$ cat config.mk
export PLATFORM = sky130hd
export DESIGN_NAME = if_id_pipe_reg
export DESIGN_NICKNAME = d
export VERILOG_FILES = /design/src/rtl/if_id_pipe_reg.sv
export SDC_FILE = /design/constraint.sdc
export NUM_CORES = 1
export LEC_CHECK = 0
export ABC_AREA = 1
export ABC_CLOCK_PERIOD_IN_PS = 1200
export CORE_MARGIN = 3
export CORE_UTILIZATION = 55
export CTS_CLUSTER_SIZE = 14
export DETAILED_ROUTE_END_ITERATION = 7
export DONT_BUFFER_PORTS = 1
export PLACE_DENSITY_LB_ADDON = 0.15
export SLEW_MARGIN = 15
export SYNTH_ARGS = -nofsm -noshare
export SYNTH_HDL_FRONTEND = slang
export SYNTH_SLANG_ARGS = --single-unit
$ cat constraint.sdc
create_clock -name clk -period 1.2 [get_ports clk]
set_input_delay 0.12 -clock clk [delete_from_list [all_inputs] [get_ports clk]]
set_output_delay 0.12 -clock clk [all_outputs]
set_load 0.03 [all_outputs]
$ cat src/rtl/if_id_pipe_reg.sv
`default_nettype none
// ============================================================================
// if_id_pipe_reg : IF/ID pipeline register, valid/ready, flush, optional skid
// Revision: 1.0
// ============================================================================
module if_id_pipe_reg #(
  parameter int                 INSTR_W   = 32,
  parameter int                 PC_W      = 32,
  parameter int                 SKID      = 1,
  parameter logic [INSTR_W-1:0] NOP_INSTR = '0
) (
  input  logic               clk,
  input  logic               rst_n,
  input  logic               in_valid,
  output logic               in_ready,
  input  logic [INSTR_W-1:0] in_instr,
  input  logic [PC_W-1:0]    in_pc,
  input  logic               flush,
  output logic               out_valid,
  input  logic               out_ready,
  output logic [INSTR_W-1:0] out_instr,
  output logic [PC_W-1:0]    out_pc,
  output logic [1:0]         occ
);

  if (SKID != 0) begin : g_skid
    localparam logic [1:0] ST_EMPTY = 2'd0;
    localparam logic [1:0] ST_ONE   = 2'd1;
    localparam logic [1:0] ST_FULL  = 2'd2;

    logic [1:0]         state_q, state_d;
    logic [INSTR_W-1:0] main_instr_q, main_instr_d, skid_instr_q, skid_instr_d;
    logic [PC_W-1:0]    main_pc_q, main_pc_d, skid_pc_q, skid_pc_d;
    logic               push, pop, ready;

    // in_ready comes straight from the state flops, never from out_ready
    assign ready = (state_q != ST_FULL);
    assign push  = in_valid & ready & ~flush;
    assign pop   = (state_q != ST_EMPTY) & out_ready;

    always_comb begin
      state_d      = state_q;
      main_instr_d = main_instr_q;
      main_pc_d    = main_pc_q;
      skid_instr_d = skid_instr_q;
      skid_pc_d    = skid_pc_q;
      if (flush) begin
        state_d = ST_EMPTY;
      end else begin
        case (state_q)
          ST_EMPTY: begin
            if (push) begin
              state_d      = ST_ONE;
              main_instr_d = in_instr;
              main_pc_d    = in_pc;
            end
          end
          ST_ONE: begin
            if (push && pop) begin
              main_instr_d = in_instr;
              main_pc_d    = in_pc;
            end else if (push) begin
              state_d      = ST_FULL;
              skid_instr_d = in_instr;
              skid_pc_d    = in_pc;
            end else if (pop) begin
              state_d = ST_EMPTY;
            end
          end
          ST_FULL: begin
            if (pop) begin
              state_d      = ST_ONE;
              main_instr_d = skid_instr_q;
              main_pc_d    = skid_pc_q;
              skid_instr_d = NOP_INSTR;
              skid_pc_d    = '0;
            end
          end
          default: state_d = ST_EMPTY;
        endcase
      end
    end

    always_ff @(posedge clk or negedge rst_n) begin
      if (!rst_n) begin
        state_q      <= ST_EMPTY;
        main_instr_q <= NOP_INSTR;
        main_pc_q    <= '0;
        skid_instr_q <= NOP_INSTR;
        skid_pc_q    <= '0;
      end else begin
        state_q      <= state_d;
        main_instr_q <= main_instr_d;
        main_pc_q    <= main_pc_d;
        skid_instr_q <= skid_instr_d;
        skid_pc_q    <= skid_pc_d;
      end
    end

    assign in_ready  = ready;
    assign out_valid = (state_q != ST_EMPTY);
    assign out_instr = out_valid ? main_instr_q : NOP_INSTR;
    assign out_pc    = out_valid ? main_pc_q : '0;
    assign occ       = state_q;
  end else begin : g_single
    logic               valid_q, valid_d;
    logic [INSTR_W-1:0] instr_q, instr_d;
    logic [PC_W-1:0]    pc_q, pc_d;
    logic               push, pop, ready;

    assign ready = ~valid_q | out_ready;
    assign push  = in_valid & ready & ~flush;
    assign pop   = valid_q & out_ready;

    always_comb begin
      valid_d = valid_q;
      instr_d = instr_q;
      pc_d    = pc_q;
      if (flush) begin
        valid_d = 1'b0;
      end else if (push) begin
        valid_d = 1'b1;
        instr_d = in_instr;
        pc_d    = in_pc;
      end else if (pop) begin
        valid_d = 1'b0;
      end
    end

    always_ff @(posedge clk or negedge rst_n) begin
      if (!rst_n) begin
        valid_q <= 1'b0;
        instr_q <= NOP_INSTR;
        pc_q    <= '0;
      end else begin
        valid_q <= valid_d;
        instr_q <= instr_d;
        pc_q    <= pc_d;
      end
    end

    assign in_ready  = ready;
    assign out_valid = valid_q;
    assign out_instr = valid_q ? instr_q : NOP_INSTR;
    assign out_pc    = valid_q ? pc_q : '0;
    assign occ       = {1'b0, valid_q};
  end

endmodule
`default_nettype wire

==> metrics.txt, run 1 <==
Leak Pwr 0.00562 µW; Final HPWL DP 11100 µm; CP arrival approximately 2.0 ns; routability cong. 0.793; TritonCTS clock tree built; Final Max Slew Viols 0; FF-to-FF path depth 10; Clock Sinks 130; H-tree depth 4; violations in the final reports hold timing, setup timing; die area approximately 0.015 mm²; #FFs+latches synth 130; post-layout util 0.850; Final Setup Violations a little under 200; synthesized area 0.00726 mm²; met3 routed wirelength roughly 1700 µm; met2 WL around 13000 µm; Vias 7157; worst-margin pin slew 0.344 ns; crit path max fanout 8; drc violations 0; main area contributors after synthesis dfrtp_1, nand2_1, nand3_2; Final Power 20900 µW; Pwr Density 1920 mW/mm²; fill count 661; Vias/cell 5.46; Die Span X ~120 µm; Final Hold Fails 130; final instance area around 0.011 mm²; asr flop ratio synth 1.00; fin nets 1197; reg-to-reg startpoint occ[0]; clock-pin slew on the worst setup and hold paths around 0.060 ns; Antenna Nets Post-Route 0; Starting Density 0.568; post-synth top area share 0.448; number of detailed-route iterations in the first pass 6; Slew headroom 0.771; CORE AREA 0.0128 mm²; R2R Path End g_skid.main_instr_q[10]; EDFF count, synth 0; Worst Setup Path Type flop to flop; Area Overhead vs Synth 49.6%; Critical Path End Type flop; Synth top cells by count nand2_1, inv_1, dfrtp_1, nand3_1, nor2_1; num rows 41; pin count of the biggest net entering global routing approximately 130; wl on met1 9220 µm; fraction of layout cells with a size suffix above 1 0.308; Max Used Layer met4; Placed Area 0.00802 mm²; die height 121 µm; Netlist cell types 18; GRT Overall Usage 0.292; WL per Instance 18.7 µm; DP Cell Count 1166; Clk Latency, worst-skew pair roughly 0.43 ns; Routed WL 24600 µm; Mapped Cells 1001; Max Cap Violations 0; highest clock rate just under 600 MHz; first-pass GRT wire length approximately 34000 µm; flop-to-flop setup slack -0.52 ns; GRT Residual Overflow 0; leading area contributor after synthesis dfrtp_1; Max VDD drop about 1.0 mV; Primary FF master, synth dfrtp_1; synth warn 0; total CTS buffers 17; DR iter-0 viols 673; class of the worst hold path input pin to async pin; sequential share of the synthesized area 0.448; status complete, but fails checks; Avg Cell Area, Syn roughly 7.3 µm²; initial antenna violation count 1; worst clock skew between 0.007 and 0.008 ns; IO Pins between 100 and 150; RSZ-0062 raised after global routing yes; Final WS setup -0.515 ns; vias in the first global route 6777; # port buffers 0; startpoint class of the critical path flop; WP data required 1.50 ns; Net Count, Synth 1070; count leader, synth nand2_1; root buf cell clkbuf_16; Post-Layout Cell Count 1312; multi-input gate area in the final layout 0.00395 mm²; final hold slack -0.604 ns; Max Root-Sink Buffers 2; period utilization 1.43; sequential cell area 0.00326 mm²; min Tclk post-route 1.72 ns
[per-stage QoR]
step,TNS [ns],setup WS [ns]
after floorplan,-37.57,-0.248
after global placement,-40.51,-0.322
after detailed placement,-42.58,-0.324
after CTS,-77.42,-0.452
after global routing,-93.03,-0.605
final,-81.49,-0.515
[layer usage]
metal / track usage / vias to the layer above
met5: 0 / -
met4: 0.126 / 0
met3: 0.0611 / 97
met2: 0.494 / 375
met1: 0.362 / 3430
li1: - / 3255
[where the power goes]
group | switching, µW | internal [µW]
Sequential | 1320 | 6140
Combinational | 5160 | 3580
Clock | 1900 | 2750
Total | 8380 | 12500
[worst max-delay path by stage]
stage | startpoint | end
after global placement | occ[0] | g_skid.main_instr_q[7]
after CTS | occ[1] | out_instr[0]
after global routing | occ[0] | g_skid.main_instr_q[10]
final | occ[0] | g_skid.main_instr_q[10]
after floorplan | occ[0] | g_skid.skid_instr_q[0]
after detailed placement | occ[1] | g_skid.skid_instr_q[10]
[critical path, cell delays in order, from the launching register on]
cell and delay, ns:
dfrtp_2 0.39, buf_6 0.16, inv_2 0.07, nand2_4 0.11, nand3_4 0.08, nand2_4 0.14, buf_12 0.13, nand2_8 0.07
bufbuf_16 0.27, nand2_1 0.08, nand2_1 0.08
[what timing repair did]
action / 4_1_cts / 5_1_grt
pin swaps: 7 / 43
hold buffers: 65 / 1
setup buffers: 18 / 11
hold endpoints to repair: 259 / 131
gates resized for setup: 63 / 152
endpoints found under the setup margin: 198 / 198
cloned: 13 / 11
[sequential cells by signal, summed over array words and instances (netlist names)]
| signal | count |
|---|---|
| g_skid.main_instr_q | 32 |
| g_skid.main_pc_q | 32 |
| g_skid.skid_instr_q | 32 |
| g_skid.skid_pc_q | 32 |
| occ | 2 |
[logic make-up (layout without fill, tap and decap cells)]
kind of cell,after synthesis,in the layout,synth area share
and+or+nand+nor,672,673,0.411
buffers and inverters,198,335,0.140
other,0,1,0
DFF,130,130,0.448
AOI/OAI and AO/OA,1,1,0.000689
[area by class of cell]
cell class,instances,share of cell area
sequential,130,0.300
clock buffer,23,0.0440
timing repair buffer,169,0.222
antenna,1,0.000230
clock inverter,7,0.00323
multi-input combinational,674,0.364
tap,172,0.0198
inverter,136,0.0477
[cells in the final DEF, fill, tap and decap left out]
cell type / count
inv_8: 1
nand3_1: 74
nor2_4: 65
clkbuf_8: 3
nand2_8: 4
clkbuf_16: 27
dlygate4sd3_1: 66
nor2_1: 4
o21ai_4: 1
diode_2: 1
nand2_1: 380
buf_8: 6
nand3_4: 5
nand3_2: 54
nand2_4: 25
buf_16: 12
bufbuf_16: 2
buf_4: 25
dfrtp_1: 128
inv_2: 2
clkinv_2: 7
clkbuf_1: 3
nor3_4: 1
dfrtp_2: 2
buf_6: 16
nor2_2: 4
nand2_2: 57
inv_1: 133
buf_12: 32
Power figures use the tool's default switching activity.
==> run 2, diff against run 1 <==
--- a/config.mk
+++ b/config.mk
@@ -7,11 +7,14 @@
 export LEC_CHECK = 0
 export ABC_AREA = 1
 export ABC_CLOCK_PERIOD_IN_PS = 1200
+export CELL_PAD_IN_SITES_DETAIL_PLACEMENT = 0
+export CELL_PAD_IN_SITES_GLOBAL_PLACEMENT = 1
 export CORE_MARGIN = 3
-export CORE_UTILIZATION = 55
+export CORE_UTILIZATION = 41
 export CTS_CLUSTER_SIZE = 14
 export DETAILED_ROUTE_END_ITERATION = 7
 export DONT_BUFFER_PORTS = 1
+export MAX_ROUTING_LAYER = met4
 export PLACE_DENSITY_LB_ADDON = 0.15
 export SLEW_MARGIN = 15
 export SYNTH_ARGS = -nofsm -noshare
==> metrics.txt, run 2 (synthesis gave the netlist of run 1 again) <==
status complete, but fails checks; violations in the final reports hold timing, setup timing; worst clock skew 0.00942 ns; highest clock rate between 500 and 600 MHz; Ant. Diodes 0; # port buffers 0; vias in the first global route 6945; Final Max Slew Viols 0; worst-margin pin slew 0.357 ns; Routed WL ~25000 µm; hold_buf cts 66; Vias 6933; CP delay by family, top buffers and inverters; routability cong. between 0.7 and 0.8; multi-input gate area in the final layout between 0.004 and 0.005 mm²; first-pass GRT wire length 39000 µm; GRT Residual Overflow 0; fin nets 1233; period utilization 1.44; Final WS setup -0.533 ns; final setup TNS -87.21 ns; met1 Track Usage GR 0.359; clock-pin slew on the worst setup and hold paths 0.06 ns; Max Cap Violations 0; Vias/cell between 4 and 5; WP data required 1.51 ns; Die Span X 139 µm; Final Power 22100 µW; most common cell after layout, fill and taps aside nand2_1; Max Root-Sink Buffers 2; Final HPWL DP 11800 µm; Slew headroom 0.762; root buf cell clkbuf_16; min Tclk post-route 1.73 ns; RSZ-0062 raised after global routing yes; die area 0.0193 mm²; post-layout util 0.691; Max VDD drop 1.21 mV; final hold slack -0.616 ns; number of detailed-route iterations in the first pass 5; Pwr Density 1850 mW/mm²; worst slack, placed -0.386 ns; max incr delay on CP 0.40 ns; crit path max fanout 6; FF-to-FF path depth 12; CORE AREA 0.0173 mm²; Clk Latency, worst-skew pair 0.43 ns; Final Setup Violations a little under 200; CP arrival 2.04 ns; TritonCTS clock tree built; class of the worst hold path input pin to async pin; startpoint class of the critical path flop; Critical Path End Type flop; GRT Overall Usage 0.264; worst-path cell with the longest stage delay dfrtp_2; sequential cell area 0.00326 mm²; initial antenna violation count 0; WL per Instance 18.0 µm; M2 GR Usage 0.413; Area Overhead vs Synth 64.6%; Clock Sinks 130; Worst path depth 12; total CTS buffers 17; fraction of layout cells with a size suffix above 1 0.369; num rows 48; critical path cell sequence buf_4 > inv_6 > nor2_4 > nand2_2 > nand2_2 > nor2_4 > buf_12 > nand2_8 > buf_12 > buf_16 > nand2_1 > nand2_1; drc violations 0; Final Hold Fails 130; Leak Pwr approximately 0.006 µW; met3 Resource Use GR 0.0500; Worst Setup Path Type flop to flop; CP bufs+invs 5; DR iter-0 viols 464; IO Pins ~140; pin count of the biggest net entering global routing 131; die height about 140 µm; fill count about 1400; grt peak-use layer met2; H-tree depth 4; most frequent cells in the layout nand2_1, inv_1, dfrtp_1; Starting Density 0.420; Antenna Nets Post-Route 0
## run 2: changes by cell type in the layout (fill, tap and decap cells not counted), moves of 3 or more
cell        before  now
buf_8            6   14
buf_16          12   25
nand3_2         54   89
clkinvlp_4       0    3
buf_4           25   20
clkbuf_16       27   24
nand3_4          5    9
buf_6           16   30
nand2_1        380  377
clkinv_2         7    4
buf_12          32   42
nand3_1         74   35
## run 2: layout make-up
class,instances,area share
multi-input cells,674,0.351
flip-flops and latches,130,0.272
repair buffers,205,0.259
inverters,136,0.0436
clock buffers,23,0.0417
well taps,225,0.0236
clock inverters,9,0.00859
## run 2: metrics by stage
stage	instances	area, µm²
finish	1402	12000
global route	1402	12000
CTS	1398	11300
detailed placement	1219	8040
global placement	1219	8040
floorplan	1001	7690
## run 2: report_power, final
| part | internal [µW] | switching, µW | leakage, µW |
|---|---|---|---|
| Sequential | 6140 | 1200 | 0.00162 |
| Combinational | 4140 | 5310 | 0.00415 |
| Clock | 3320 | 1970 | 0.000291 |
## run 2: path summary, 6_finish.rpt
kind	start	endpoint	slack (ns)
worst max-delay path	occ[1]	g_skid.skid_pc_q[7]	-0.53
worst min-delay path	rst_n	g_skid.main_instr_q[7]	-0.62
worst max register to register	occ[1]	g_skid.skid_pc_q[7]	-0.53
worst min register to register	g_skid.main_pc_q[10]	g_skid.main_pc_q[10]	0.47
max in group asynchronous	rst_n	g_skid.main_pc_q[11]	1.59
min in group clk	in_valid	occ[0]	0.14
## run 2: per-layer routing
metal / vias to the layer above / share of wire
met5: - / 0
met4: 0 / 0.013
met3: 24 / 0.050
met2: 190 / 0.49
met1: 3371 / 0.44
li1: 3348 / -
## run 2: repair_timing
action / CTS / global route
setup buffers: 49 / 8
pin swaps: 21 / 59
hold endpoints to repair: 259 / 130
cloned: 34 / 7
setup endpoints to repair: 197 / 198
resized for setup: 152 / 174
